$ cat src/rtl/rr_lock_arb_pkg.sv
// Shared types and helpers for the round-robin burst-locking arbiter.
package rr_lock_arb_pkg;

    typedef enum logic {
        ST_IDLE = 1'b0,
        ST_LOCK = 1'b1
    } arb_state_e;

    // Binary index of a one-hot vector (up to 32 requesters); zero when empty.
    function automatic logic [31:0] onehot2bin(input logic [31:0] oh);
        logic [31:0] idx;
        idx = '0;
        for (int i = 0; i < 32; i++) begin
            if (oh[i]) idx |= 32'(i);
        end
        return idx;
    endfunction

endpackage

$ cat src/rtl/rr_lock_arb_if.sv
// Requester-side and downstream-side signals of the arbiter.
interface rr_lock_arb_if
    import rr_lock_arb_pkg::*;
#(
    parameter int  WIDTH    = 3,
    parameter int  ID_W     = (WIDTH > 1) ? $clog2(WIDTH) : 1,
    parameter type PLD_TYPE = logic
);

    logic [WIDTH-1:0] v_vld_s;
    logic [WIDTH-1:0] v_rdy_s;
    PLD_TYPE          v_pld_s [WIDTH];
    logic [WIDTH-1:0] v_last_s;

    logic             vld_m;
    logic             rdy_m;
    PLD_TYPE          pld_m;
    logic             last_m;
    logic [ID_W-1:0]  id_m;

    modport master (
        input  v_vld_s, v_pld_s, v_last_s, rdy_m,
        output v_rdy_s, vld_m, pld_m, last_m, id_m
    );

    modport slave (
        output v_vld_s, v_pld_s, v_last_s, rdy_m,
        input  v_rdy_s, vld_m, pld_m, last_m, id_m
    );

endinterface

$ cat src/rtl/rr_lock_arb_rr_pick.sv
// Combinational masked round-robin picker: the first request strictly after
// ptr wins, otherwise the lowest-indexed request (wrap-around).
module rr_pick
    import rr_lock_arb_pkg::*;
#(
    parameter int WIDTH = 3,
    parameter int ID_W  = (WIDTH > 1) ? $clog2(WIDTH) : 1
) (
    input  logic [WIDTH-1:0] req_i,
    input  logic [ID_W-1:0]  ptr_i,
    output logic [WIDTH-1:0] gnt_o
);

    logic [WIDTH-1:0] mask;
    logic [WIDTH-1:0] req_hi;

    for (genvar gi = 0; gi < WIDTH; gi++) begin : g_mask
        assign mask[gi] = (ID_W'(gi) > ptr_i);
    end

    assign req_hi = req_i & mask;

    // x & -x isolates the lowest set bit.
    assign gnt_o = (|req_hi) ? (req_hi & (~req_hi + WIDTH'(1)))
                             : (req_i  & (~req_i  + WIDTH'(1)));

endmodule

$ cat src/rtl/rr_lock_arb.sv
// Round-robin arbiter with burst locking and a registered output beat.
// rdy_m reaches v_rdy_s only through the pipe-ready term.
module rr_lock_arb
    import rr_lock_arb_pkg::*;
#(
    parameter type PLD_TYPE = logic,
    parameter int  WIDTH    = 3,
    parameter int  ID_W     = (WIDTH > 1) ? $clog2(WIDTH) : 1
) (
    input  logic          clk,
    input  logic          rst_n,
    rr_lock_arb_if.master bus
);

    arb_state_e       state_q;
    logic [ID_W-1:0]  owner_q;
    logic [ID_W-1:0]  ptr_q;

    logic             vld_q;
    PLD_TYPE          pld_q;
    logic             last_q;
    logic [ID_W-1:0]  id_q;

    logic [WIDTH-1:0] pick_gnt;
    logic [WIDTH-1:0] owner_oh;
    logic [WIDTH-1:0] gnt;
    logic [WIDTH-1:0] rdy;
    logic [ID_W-1:0]  gnt_id;
    logic             pipe_rdy;
    logic             acc;
    PLD_TYPE          acc_pld;
    logic             acc_last;

    rr_pick #(
        .WIDTH (WIDTH),
        .ID_W  (ID_W)
    ) u_pick (
        .req_i (bus.v_vld_s),
        .ptr_i (ptr_q),
        .gnt_o (pick_gnt)
    );

    for (genvar gi = 0; gi < WIDTH; gi++) begin : g_owner
        assign owner_oh[gi] = (owner_q == ID_W'(gi));
    end

    // Nothing is accepted while reset is held, so no beat slips into a
    // register that is being cleared.
    assign pipe_rdy = rst_n & (~vld_q | bus.rdy_m);
    assign gnt      = (state_q == ST_LOCK) ? (owner_oh & bus.v_vld_s) : pick_gnt;
    assign rdy      = gnt & {WIDTH{pipe_rdy}};
    assign acc      = |(rdy & bus.v_vld_s);
    assign gnt_id   = ID_W'(onehot2bin(32'(gnt)));

    always_comb begin
        acc_pld  = bus.v_pld_s[gnt_id];
        acc_last = bus.v_last_s[gnt_id];
    end

    always_ff @(posedge clk or negedge rst_n) begin
        if (!rst_n) begin
            state_q <= ST_IDLE;
            owner_q <= '0;
            ptr_q   <= ID_W'(WIDTH - 1);
            vld_q   <= 1'b0;
            pld_q   <= '0;
            last_q  <= 1'b0;
            id_q    <= '0;
        end else begin
            if (pipe_rdy) begin
                vld_q <= acc;
                if (acc) begin
                    pld_q  <= acc_pld;
                    last_q <= acc_last;
                    id_q   <= gnt_id;
                end
            end

            // ptr only moves when a whole transfer (single beat or burst) ends.
            if (acc) begin
                case (state_q)
                    ST_IDLE: begin
                        if (acc_last) begin
                            ptr_q <= gnt_id;
                        end else begin
                            owner_q <= gnt_id;
                            state_q <= ST_LOCK;
                        end
                    end
                    ST_LOCK: begin
                        if (acc_last) begin
                            ptr_q   <= owner_q;
                            state_q <= ST_IDLE;
                        end
                    end
                    default: state_q <= ST_IDLE;
                endcase
            end
        end
    end

    assign bus.v_rdy_s = rdy;
    assign bus.vld_m   = vld_q;
    assign bus.pld_m   = pld_q;
    assign bus.last_m  = last_q;
    assign bus.id_m    = id_q;

    a_rdy_onehot0: assert property (@(posedge clk) disable iff (!rst_n)
        $onehot0(bus.v_rdy_s));

endmodule
$ cat src/flat_wrapper.sv
// flat-port wrapper written by rule: the top's interface ports become plain ports
module rr_lock_arb_flat import rr_lock_arb_pkg::*;
#(
    parameter type PLD_TYPE = logic,
    parameter int  WIDTH    = 3,
    parameter int  ID_W     = (WIDTH > 1) ? $clog2(WIDTH) : 1
)
  (clk, rst_n, bus_v_vld_s, bus_v_pld_s, bus_v_last_s, bus_rdy_m, bus_v_rdy_s, bus_vld_m, bus_pld_m, bus_last_m, bus_id_m);
  rr_lock_arb_if #(.WIDTH(WIDTH), .ID_W(ID_W), .PLD_TYPE(PLD_TYPE)) bus_i ();
  input  logic clk;
  input  logic rst_n;
  input wire logic [$bits(bus_i.v_vld_s)-1:0] bus_v_vld_s;
  input wire logic [$bits(bus_i.v_pld_s)-1:0] bus_v_pld_s;
  input wire logic [$bits(bus_i.v_last_s)-1:0] bus_v_last_s;
  input wire logic [$bits(bus_i.rdy_m)-1:0] bus_rdy_m;
  output wire logic [$bits(bus_i.v_rdy_s)-1:0] bus_v_rdy_s;
  output wire logic [$bits(bus_i.vld_m)-1:0] bus_vld_m;
  output wire logic [$bits(bus_i.pld_m)-1:0] bus_pld_m;
  output wire logic [$bits(bus_i.last_m)-1:0] bus_last_m;
  output wire logic [$bits(bus_i.id_m)-1:0] bus_id_m;
  assign bus_i.v_vld_s = bus_v_vld_s;
  assign bus_i.v_pld_s = {>>{bus_v_pld_s}};
  assign bus_i.v_last_s = bus_v_last_s;
  assign bus_i.rdy_m = bus_rdy_m;
  assign bus_v_rdy_s = bus_i.v_rdy_s;
  assign bus_vld_m = bus_i.vld_m;
  assign bus_pld_m = bus_i.pld_m;
  assign bus_last_m = bus_i.last_m;
  assign bus_id_m = bus_i.id_m;
  rr_lock_arb #(.PLD_TYPE(PLD_TYPE), .WIDTH(WIDTH), .ID_W(ID_W)) u_core (.clk(clk), .rst_n(rst_n), .bus(bus_i));
endmodule
$ cat config.mk
export PLATFORM = sky130hd
export DESIGN_NAME = rr_lock_arb_flat
export DESIGN_NICKNAME = d
export VERILOG_FILES = /design/src/rtl/rr_lock_arb_pkg.sv /design/src/rtl/rr_lock_arb_if.sv /design/src/rtl/rr_lock_arb_rr_pick.sv /design/src/rtl/rr_lock_arb.sv /design/src/flat_wrapper.sv
export SDC_FILE = /design/constraint.sdc
export NUM_CORES = 1
export LEC_CHECK = 0
export BUFFER_PORTS_ARGS = -buffer_cell sky130_fd_sc_hd__buf_2
export CORE_UTILIZATION = 40
export DETAILED_ROUTE_END_ITERATION = 12
export PLACE_DENSITY_LB_ADDON = 0.05
export SYNTH_ARGS = -nofsm -noshare
export SYNTH_HDL_FRONTEND = slang
export SYNTH_HIERARCHICAL = 1
export SYNTH_SLANG_ARGS = --single-unit
$ cat constraint.sdc
create_clock -name clk -period 5.2 [get_ports clk]
set_clock_uncertainty 0.05 [all_clocks]
set_input_delay 0.52 -clock clk [delete_from_list [all_inputs] [get_ports clk]]
set_output_delay 0.52 -clock clk [all_outputs]
set_load 0.02 [all_outputs]
==> results of run 1 <==
## final cells by class
cell class | instances | area (sq um) | area share
sequential | 10 | 251 | 0.307
clock buffer | 4 | 26.3 | 0.0321
multi-input combinational | 51 | 408 | 0.498
inverter | 5 | 18.8 | 0.0229
timing repair buffer | 19 | 95.1 | 0.116
tap | 16 | 20.0 | 0.0244
## worst register-to-register path, cell delays in order (launching register included)
cell and delay, ns:
dfstp_2 0.54, and2b_2 0.23, o31ai_1 0.25, or2b_4 0.34, o21a_1 0.20, o221ai_2 0.25
nand2b_2 0.13, mux2_4 0.30
## Yosys cell counts, drive strengths merged, types with 2 or more instances
cell / instances / area [sq um]
a21oi: 3 / 15.0
buf: 2 / 22.5
dfrtp: 9 / 225
inv: 5 / 18.8
mux2: 7 / 86.3
mux2i: 3 / 30.0
nand2: 9 / 33.8
nand2b: 2 / 15.0
nand4b: 2 / 17.5
nor2: 2 / 7.51
o22ai: 2 / 12.5
or2b: 2 / 18.8
## report_power, final
part | internal (mW) | total (mW) | switching (mW)
clock | 0.0295 | 0.0528 | 0.0233
combinational | 0.110 | 0.230 | 0.120
sequential | 0.116 | 0.160 | 0.0432
total | 0.256 | 0.443 | 0.187
## metrics by stage
| step | worst slack, ns | utilization | hold slack [ns] | cell area [sq um] | instances |
|---|---|---|---|---|---|
| final | 2.70 | 0.520 | 0.0611 | 820 | 105 |
| after global routing | 2.57 | 0.520 | 0.0664 | 820 | 105 |
| after CTS | 2.66 | 0.520 | 0.0555 | 820 | 105 |
| after detailed placement | 2.68 | 0.503 | 0.343 | 793 | 101 |
| after global placement | 2.68 | 0.503 | 0.339 | 793 | 101 |
| after floorplan | 2.95 | - | 0.174 | 701 | 68 |
## final timing paths
kind	end	start	cells past startpoint	slack, ns
max in group asynchronous	u_core/ptr_q[1]	rst_n	1	4.78
worst min register to register	u_core/bus.pld_m	u_core/bus.pld_m	1	0.44
worst min-delay path	u_core/bus.pld_m	rst_n	1	0.06
min in group clk	u_core/bus.pld_m	u_core/bus.pld_m	1	0.44
worst max-delay path	bus_v_rdy_s[1]	u_core/ptr_q[1]	5	2.70
worst max register to register	u_core/ptr_q[0]	u_core/ptr_q[1]	7	2.78
## metal layers
metal  global-route usage  up-vias  wire length, um
li1                     -      291                -
met2                0.275       10              646
met1                0.216      277              667
met3               0.0417        2               54
met5                    0        -                0
met4               0.0848        0               10
## logic make-up after synthesis
group,count (synthesis)
AOI/OAI and AO/OA,15
buffers and inverters,7
DFF,10
muxes,10
and+or+nand+nor,26
## registers in the layout (all words and copies together), names as in the netlist
register	count
u_core/bus.id_m	2
u_core/owner_q	2
u_core/ptr_q	2
u_core/bus.last_m	1
u_core/bus.pld_m	1
u_core/bus.vld_m	1
u_core/state_q	1
==> impl_metrics.toml, run 1 <==
[run_status]
outcome = "finished clean"

[synthesis]
synthAdderAreaFrac = 0
synthXorXnorAreaFrac = 0
synth-main-ff-cell = "dfrtp_1"
syn_area_per_cell_sq_um = 10.3
yosys_warnings = 6
yosysSeqAreaShare = 0.359
synth-edff-count = 0
synth_nets = 80
synth_area_sq_um = 701
synth_cell_types = 36
ys_ff_latch = 10
async_flop_share = 1.00
synthSimpleGateAreaFrac = 0.236
synth_mux_area_frac = 0.166
synth_compound_area_frac = 0.180
synth_top_family_by_area = "simple AND/OR/NAND/NOR gates"
synthCells = 68

[setup_path]
critPathSlowestCell = "dfstp_2"
cp-start-kind = "flop"
critical_path_required_ns = 4.63
max_stage_delay_ns = 0.54
path_buf_inv = 1
crit_chain = "and2b_2 > o31ai_1 > or2b_4 > a21oi_1 > buf_2"
crit_family = "simple AND/OR/NAND/NOR gates"
path_max_fanout = 7
cp-end-kind = "primary output"
critPathArrivalTime_ns = 1.93
critPathKind = "flop to primary output"

[clock_network]
postCtsHoldBufs = 0
cts.path.max_buffers = 2
cts_tree = "built"
path_clk_slew_ns = 0.06
cts_resized = 0
ctsHtreeMaxLevel = 1
clock_sinks = 10
cts_setup_buffers = 0
clock-root-buffer = "clkbuf_4"
cts-buffers-inserted = 3
clock_latency_ns = 0.26

[power]
ir_drop_mv = 0.314
p_per_area_nw_per_um2 = 541
power.leakage_nw = 0.415
finalPower_uw = 443

[sta]
slew_viol_final = 0
final.setup.tns_ns = 0
relSlewSlack = 0.538
finalHoldViolCount = 0
rsz0062_at_grt = "false"
fmax_mhz = 399
max_slew.worst_pin.slew_ns = 0.686
timing.final.crit_share = 0.482
setup_viol = 0
min_period_ns = 2.50

[detailed_routing]
viasPerCell = 5.52
drt_iter0_drc = 6
totalWireLength_mm = 1.38
vias = 580
dr.pass1.iters = 5
drc = 0
ant_nets = 0
wl_per_cell_um = 13.1

[finish]
final_common_cell = "buf_2"
mostFrequentLayoutCells = "19 x buf_2, 9 x nand2_1, 9 x dfrtp_1, 5 x inv_1, 4 x mux2_1"
nFillCells = 153
diodes = 0
finalNetCount = 102
area_growth_pct = 17.0
drive_gt1_frac = 0.371

[hold_path]
min_path_type = "input pin to asynchronous set/reset pin"

[global_routing]
grt_pass1_wl_mm = 2.42
overflow = 0
grt_use_total = 0.171
grt_max_degree = 15
antenna_found_initial = 0
grt_pass1_vias = 555

[floorplan]
num_rows = 14
initial_core_util = 0.444
dieArea_sq_um = 1920
coreArea_sq_um = 1580
die_h_um = 43.9
ios = 20
dieWidth_um = 43.9

[placed_design]
place.gp.congestion = 0.762
dp_hpwl_mm = 1.10
port_buffers = 19

[job]
drv_cap = 0
Power figures use the tool's default switching activity.
==> run 2, diff against run 1 <==
clock period = 2 ns   (was 5.2 ns; I/O delays follow)
==> run 2 against run 1 <==
Largest power group unchanged. Largest cell class unchanged. Non-clock buffer count is 24 higher. Total power rose to 3.6 times the previous value. Clock power rose to 3.3 times the previous value. Sequential cell count unchanged. Setup slack got worse by 3.0 ns. The run now ends with negative setup slack left. Highest routed layer unchanged.
==> impl_metrics.toml, run 2 (synthesis results as in run 1) <==
[detailed_routing]
dr.pass1.iters = 6
drc = 0
ant_nets = 0
totalWireLength_mm = 1.75
drt_iter0_drc = 10
viasPerCell = 5.35
vias = 690
wl_per_cell_um = 13.6

[setup_path]
critPathArrivalTime_ns = 2.42
critical_path_required_ns = 2.09
path_buf_inv = 0
cp-start-kind = "flop"
cp-end-kind = "flop"
max_stage_delay_ns = 0.54
path_max_fanout = 6
crit_family = "simple AND/OR/NAND/NOR gates"
crit_chain = "and2b_2 > o31ai_4 > or2b_4 > o21a_1 > o221ai_4 > nand2b_4 > mux2_4"
critPathKind = "flop to flop"
critPathSlowestCell = "dfstp_2"

[placed_design]
port_buffers = 19
place.gp.congestion = 0.784
place_ws_ns = -0.352
post_dp_cell_area_sq_um = 902
dp.cells = 114
dp_hpwl_mm = 1.25

[floorplan]
die_h_um = 43.9
num_rows = 14
initial_core_util = 0.444
ios = 20
dieArea_sq_um = 1920
dieWidth_um = 43.9
coreArea_sq_um = 1580

[sta]
setup_viol = 12
rsz0062_at_grt = "true"
slew_viol_final = 0
timing.final.crit_share = 1.17
min_period_ns = 2.33
worst_slack_ns = -0.330
fmax_mhz = 429
relSlewSlack = 0.747
finalHoldViolCount = 0
max_slew.worst_pin.slew_ns = 0.376

[clock_network]
cts_tree = "built"
path_clk_slew_ns = 0.06
cts-buffers-inserted = 3
ctsHtreeMaxLevel = 1
cts.path.max_buffers = 2
clock_latency_ns = 0.26
clock-root-buffer = "clkbuf_4"
clock_sinks = 10

[power]
power.leakage_nw = 0.582
finalPower_mw = 1.60
ir_drop_mv = 0.924
p_per_area_nw_per_um2 = 1420

[finish]
stdcell_area_sq_um = 1120
drive_gt1_frac = 0.611
mostFrequentLayoutCells = "19 x buf_4, 17 x buf_2, 9 x dfrtp_1, 7 x nand2_1"
stdcell_count = 129
finalNetCount = 126
area_growth_pct = 60.2
nFillCells = 110
diodes = 0
final_common_cell = "buf_4"

[global_routing]
grt_use_total = 0.219
grt_pass1_wl_mm = 3.04
grt_pass1_vias = 666
antenna_found_initial = 0
grt_max_degree = 13
overflow = 0

[run_status]
failed_checks = "negative setup slack"
outcome = "complete, but fails checks"

[hold_path]
min_path_type = "input pin to asynchronous set/reset pin"

[job]
drv_cap = 0
## run 2: cell count changes in the layout (fill, tap and decap cells not counted), moves of 2 or more
| cell | delta |
|---|---|
| a21oi_1 | -2 |
| buf_2 | -2 |
| mux2_1 | -3 |
| nand2_2 | +2 |
| a21oi_2 | +2 |
| buf_4 | +19 |
| nand2_1 | -2 |
| mux2_4 | +4 |
| buf_6 | +6 |
## run 2: final cells by class
cell class | count | area (sq um) | area share
Tap cell | 16 | 20.0 | 0.0178
Inverter | 5 | 18.8 | 0.0167
Multi-Input combinational cell | 51 | 490 | 0.437
Timing Repair Buffer | 43 | 305 | 0.272
Sequential cell | 10 | 251 | 0.224
Clock buffer | 4 | 36.3 | 0.0323
## run 2: final timing paths
check	startpoint	to	slack, ns	cells past startpoint
max	u_core/ptr_q[1]	u_core/ptr_q[0]	-0.33	7
min reg2reg	u_core/bus.pld_m	u_core/bus.pld_m	0.46	1
min in group clk	bus_v_pld_s[2]	u_core/bus.pld_m	0.35	4
max in group asynchronous	rst_n	u_core/ptr_q[1]	1.34	3
max reg2reg	u_core/ptr_q[1]	u_core/ptr_q[0]	-0.33	7
min	rst_n	u_core/bus.vld_m	0.34	3
## run 2: what timing repair did
| item | in CTS | in global routing |
|---|---|---|
| pin swaps | 3 | 5 |
| endpoints found under the setup margin | 11 | 12 |
| hold endpoints to repair | 10 | 0 |
| hold buffers | 1 | 0 |
| buffers inserted | 7 | 4 |
| gates resized for setup | 20 | 4 |
## run 2: metal layers
| layer | global-route usage | wire length [um] | up-vias |
|---|---|---|---|
| met5 | 0 | 0 | - |
| met3 | 0.0333 | 55 | 6 |
| met4 | 0.121 | 36 | 0 |
| met2 | 0.322 | 803 | 16 |
| met1 | 0.306 | 852 | 328 |
| li1 | - | - | 340 |
## run 2: where the power goes
group	switching, mW	internal (mW)	leakage [nW]
registers	0.104	0.303	0.122
clock network	0.0647	0.110	0.0210
logic	0.446	0.571	0.439
total	0.614	0.984	0.582
## run 2: per-stage QoR
stage	TNS (ns)	hold WS [ns]	util
floorplan	-0.872	-0.146	-
global placement	-2.20	0.0791	0.572
detailed placement	-2.30	0.0811	0.572
CTS	-2.65	0.334	0.686
global route	-3.72	0.349	0.712
finish	-2.79	0.343	0.712
## run 2: tightest hold or removal path: stages
cell and delay, ns:
dlygate4sd3_1 0.52, buf_2 0.10, buf_4 0.17
==> run 3, diff against run 2 <==
SYNTH_HIERARCHICAL = unset   (was 1)
==> run 3 against run 2 <==
The run now ends clean. Setup slack better by 0.39 ns. First-iteration DRC count is 80% higher. Non-clock buffer count is 10 lower. Wire length is 3.6% lower. Clock-buffer cell count stayed put. Maximum frequency is 20% higher. Critical path depth is 1 lower. Via count is 9.4% lower. Register-to-register slack better by 0.39 ns. Area after synthesis is 7.0% lower. Critical endpoint is now u_core.ptr_q[0].
==> impl_metrics.toml, run 3 <==
[setup_path]
rr_worst_depth = 6
max_stage_delay_ns = 0.59
critPathArrivalTime_ns = 2.04
path_buf_inv = 0
critical_path_required_ns = 2.10
cp-end-kind = "flop"
critPathKind = "flop to flop"
cp-start-kind = "flop"
crit_family = "simple AND/OR/NAND/NOR gates"
crit_cells = 6
critPathSlowestCell = "dfstp_2"
crit_chain = "nor2b_2 > o221ai_2 > and2_4 > a211oi_2 > or3_4 > mux2_4"
path_max_fanout = 5

[floorplan]
dieArea_sq_um = 1800
ios = 20
dieWidth_um = 42.4
coreArea_sq_um = 1510
die_h_um = 42.4
num_rows = 14
initial_core_util = 0.433

[power]
pwr-share-clk = 0.136
switchingPower_uw = 565
p_per_area_nw_per_um2 = 1480
swShare = 0.407
pwr-share-seq = 0.291
p_int_uw = 823
power.leakage_nw = 0.482
pwr-share-comb = 0.573
ir_drop_mv = 0.848

[finish]
fin_util = 0.620
mostFrequentLayoutCells = "18 x buf_2, 13 x buf_4, 12 x nand2_1, 7 x dfrtp_1, 6 x nor2_1"
area_growth_pct = 43.4
diodes = 0
finalNetCount = 117
drive_gt1_frac = 0.548
nFillCells = 142
multiInputGateArea_sq_um = 408
seqCellArea_sq_um = 254
final_common_cell = "buf_2"

[global_routing]
grt_pass1_wl_mm = 2.66
grt_pass1_vias = 597
grt_use_total = 0.208
grt_max_degree = 12
antenna_found_initial = 0
overflow = 0

[hold_path]
min_path_type = "input pin to flop"
hold_depth = 4

[clock_network]
clock_sinks = 10
cts_tree = "built"
clock_latency_ns = 0.27
path_clk_slew_ns = 0.07
cts-buffers-inserted = 3
clock-root-buffer = "clkbuf_4"
cts.path.max_buffers = 2
ctsHtreeMaxLevel = 1

[detailed_routing]
dr.pass1.iters = 4
wl_per_cell_um = 14.0
ant_nets = 0
drt_iter0_drc = 18
drc = 0
vias = 625
viasPerCell = 5.21
totalWireLength_mm = 1.69

[synthesis]
synth_most_common_cell = "nand2_1"
syn_area_per_cell_sq_um = 9.45
synth_area_leader_cell = "dfrtp_1"
synth-edff-count = 0
synthCells = 69
ys_ff_latch = 10
synth_nets = 81
synth-main-ff-cell = "dfrtp_1"
synth_cell_types = 34
yosys_warnings = 0
synth_area_leaders = "dfrtp_1 35%, nand2_1 6.9%, mux2_4 4.6%"
netlist.area_leader.share = 0.345
yosysSeqAreaShare = 0.386
async_flop_share = 1.00
synth_area_sq_um = 652
synth_common_cells = "12 x nand2_1, 9 x dfrtp_1, 6 x nor2_1, 3 x o21ai_0, 3 x o22ai_1"

[sta]
slew_viol_final = 0
max_slew.worst_pin.slew_ns = 0.227
timing.final.crit_share = 0.969
relSlewSlack = 0.847
fmax_mhz = 516
finalHoldViolCount = 0
worst_slack_ns = 0.0628
min_period_ns = 1.94
setup_viol = 0

[job]
drv_cap = 0

[placed_design]
dp_hpwl_mm = 1.23
port_buffers = 19
place_ws_ns = -0.00454
place.gp.congestion = 0.805

[run_status]
outcome = "finished clean"
-- run 3: cell count changes after synthesis, moves of 2 or more --
cell	before	now
nor2_1	2	6
mux2i_1	3	1
nand4b_1	2	0
a21boi_1	0	2
o21ai_0	1	3
nand2_1	9	12
inv_1	5	2
mux2_1	4	1
-- run 3: cell type report --
class                           instances  area share
Multi-Input combinational cell         55       0.436
Sequential cell                        10       0.272
Timing Repair Buffer                   33       0.224
Clock buffer                            4      0.0388
Tap cell                               16      0.0214
Inverter                                2     0.00803
-- run 3: final timing paths --
kind,from,end,slack [ns]
worst max-delay path,u_core.ptr_q[1],u_core.ptr_q[0],0.06
worst min-delay path,bus_v_last_s[2],u_core.owner_q[1],0.24
worst max register to register,u_core.ptr_q[1],u_core.ptr_q[0],0.06
worst min register to register,u_core.bus.id_m[0],u_core.bus.id_m[0],0.43
max in group asynchronous,rst_n,u_core.ptr_q[1],1.33
min in group asynchronous,rst_n,u_core.bus.vld_m,0.34
-- run 3: power by group through the flow --
stage | Clock (mW) | Combinational, mW | Sequential, mW
after floorplan | 0 | 0.414 | 0.429
after global placement | 0 | 0.700 | 0.387
after detailed placement | 0 | 0.701 | 0.393
after CTS | 0.190 | 0.710 | 0.390
after global routing | 0.199 | 0.862 | 0.417
final | 0.188 | 0.795 | 0.404
-- run 3: logic make-up (layout without fill, tap and decap cells) --
kind of cell,count (synthesis),in the layout,share of synthesized area
mux,4,4,0.0787
compound gates,20,20,0.238
simple gates,31,31,0.251
buf+inv,4,39,0.0461
flops,10,10,0.386
-- run 3: stage by stage --
stage          instances   TNS, ns  total power, mW  area [sq um]  hold slack (ns)
3_5_place_dp         113  -0.00454             1.09           828           0.0912
2_1_floorplan         69         0            0.843           653           -0.146
6_report             120         0             1.39           935            0.237
5_1_grt              120  -0.00620             1.48           935            0.258
3_3_place_gp         113         0             1.09           828           0.0880
4_1_cts              118         0             1.29           876            0.237
-- run 3: worst register-to-register path, stage by stage (launching register included) --
cell and delay [ns]:
dfstp_2 0.59, nor2b_2 0.07, o221ai_2 0.12, and2_4 0.20
a211oi_2 0.08, or3_4 0.42, mux2_4 0.30
-- run 3: per-layer routing --
metal | up-vias | wire length (um) | share of wire | GRT usage
li1 | 321 | - | - | -
met5 | - | 0 | 0 | 0
met1 | 280 | 838 | 0.50 | 0.299
met3 | 4 | 97 | 0.058 | 0.0388
met4 | 0 | 23 | 0.014 | 0.125
met2 | 20 | 726 | 0.43 | 0.286
-- run 3: timing repair --
| action | CTS | global route |
|---|---|---|
| endpoints found under the setup margin | 3 | 6 |
| gates resized for setup | 1 | 11 |
| hold buffers | 1 | 0 |
| setup buffers | 0 | 2 |
| pin swaps | 0 | 5 |
| hold endpoints to repair | 9 | 0 |
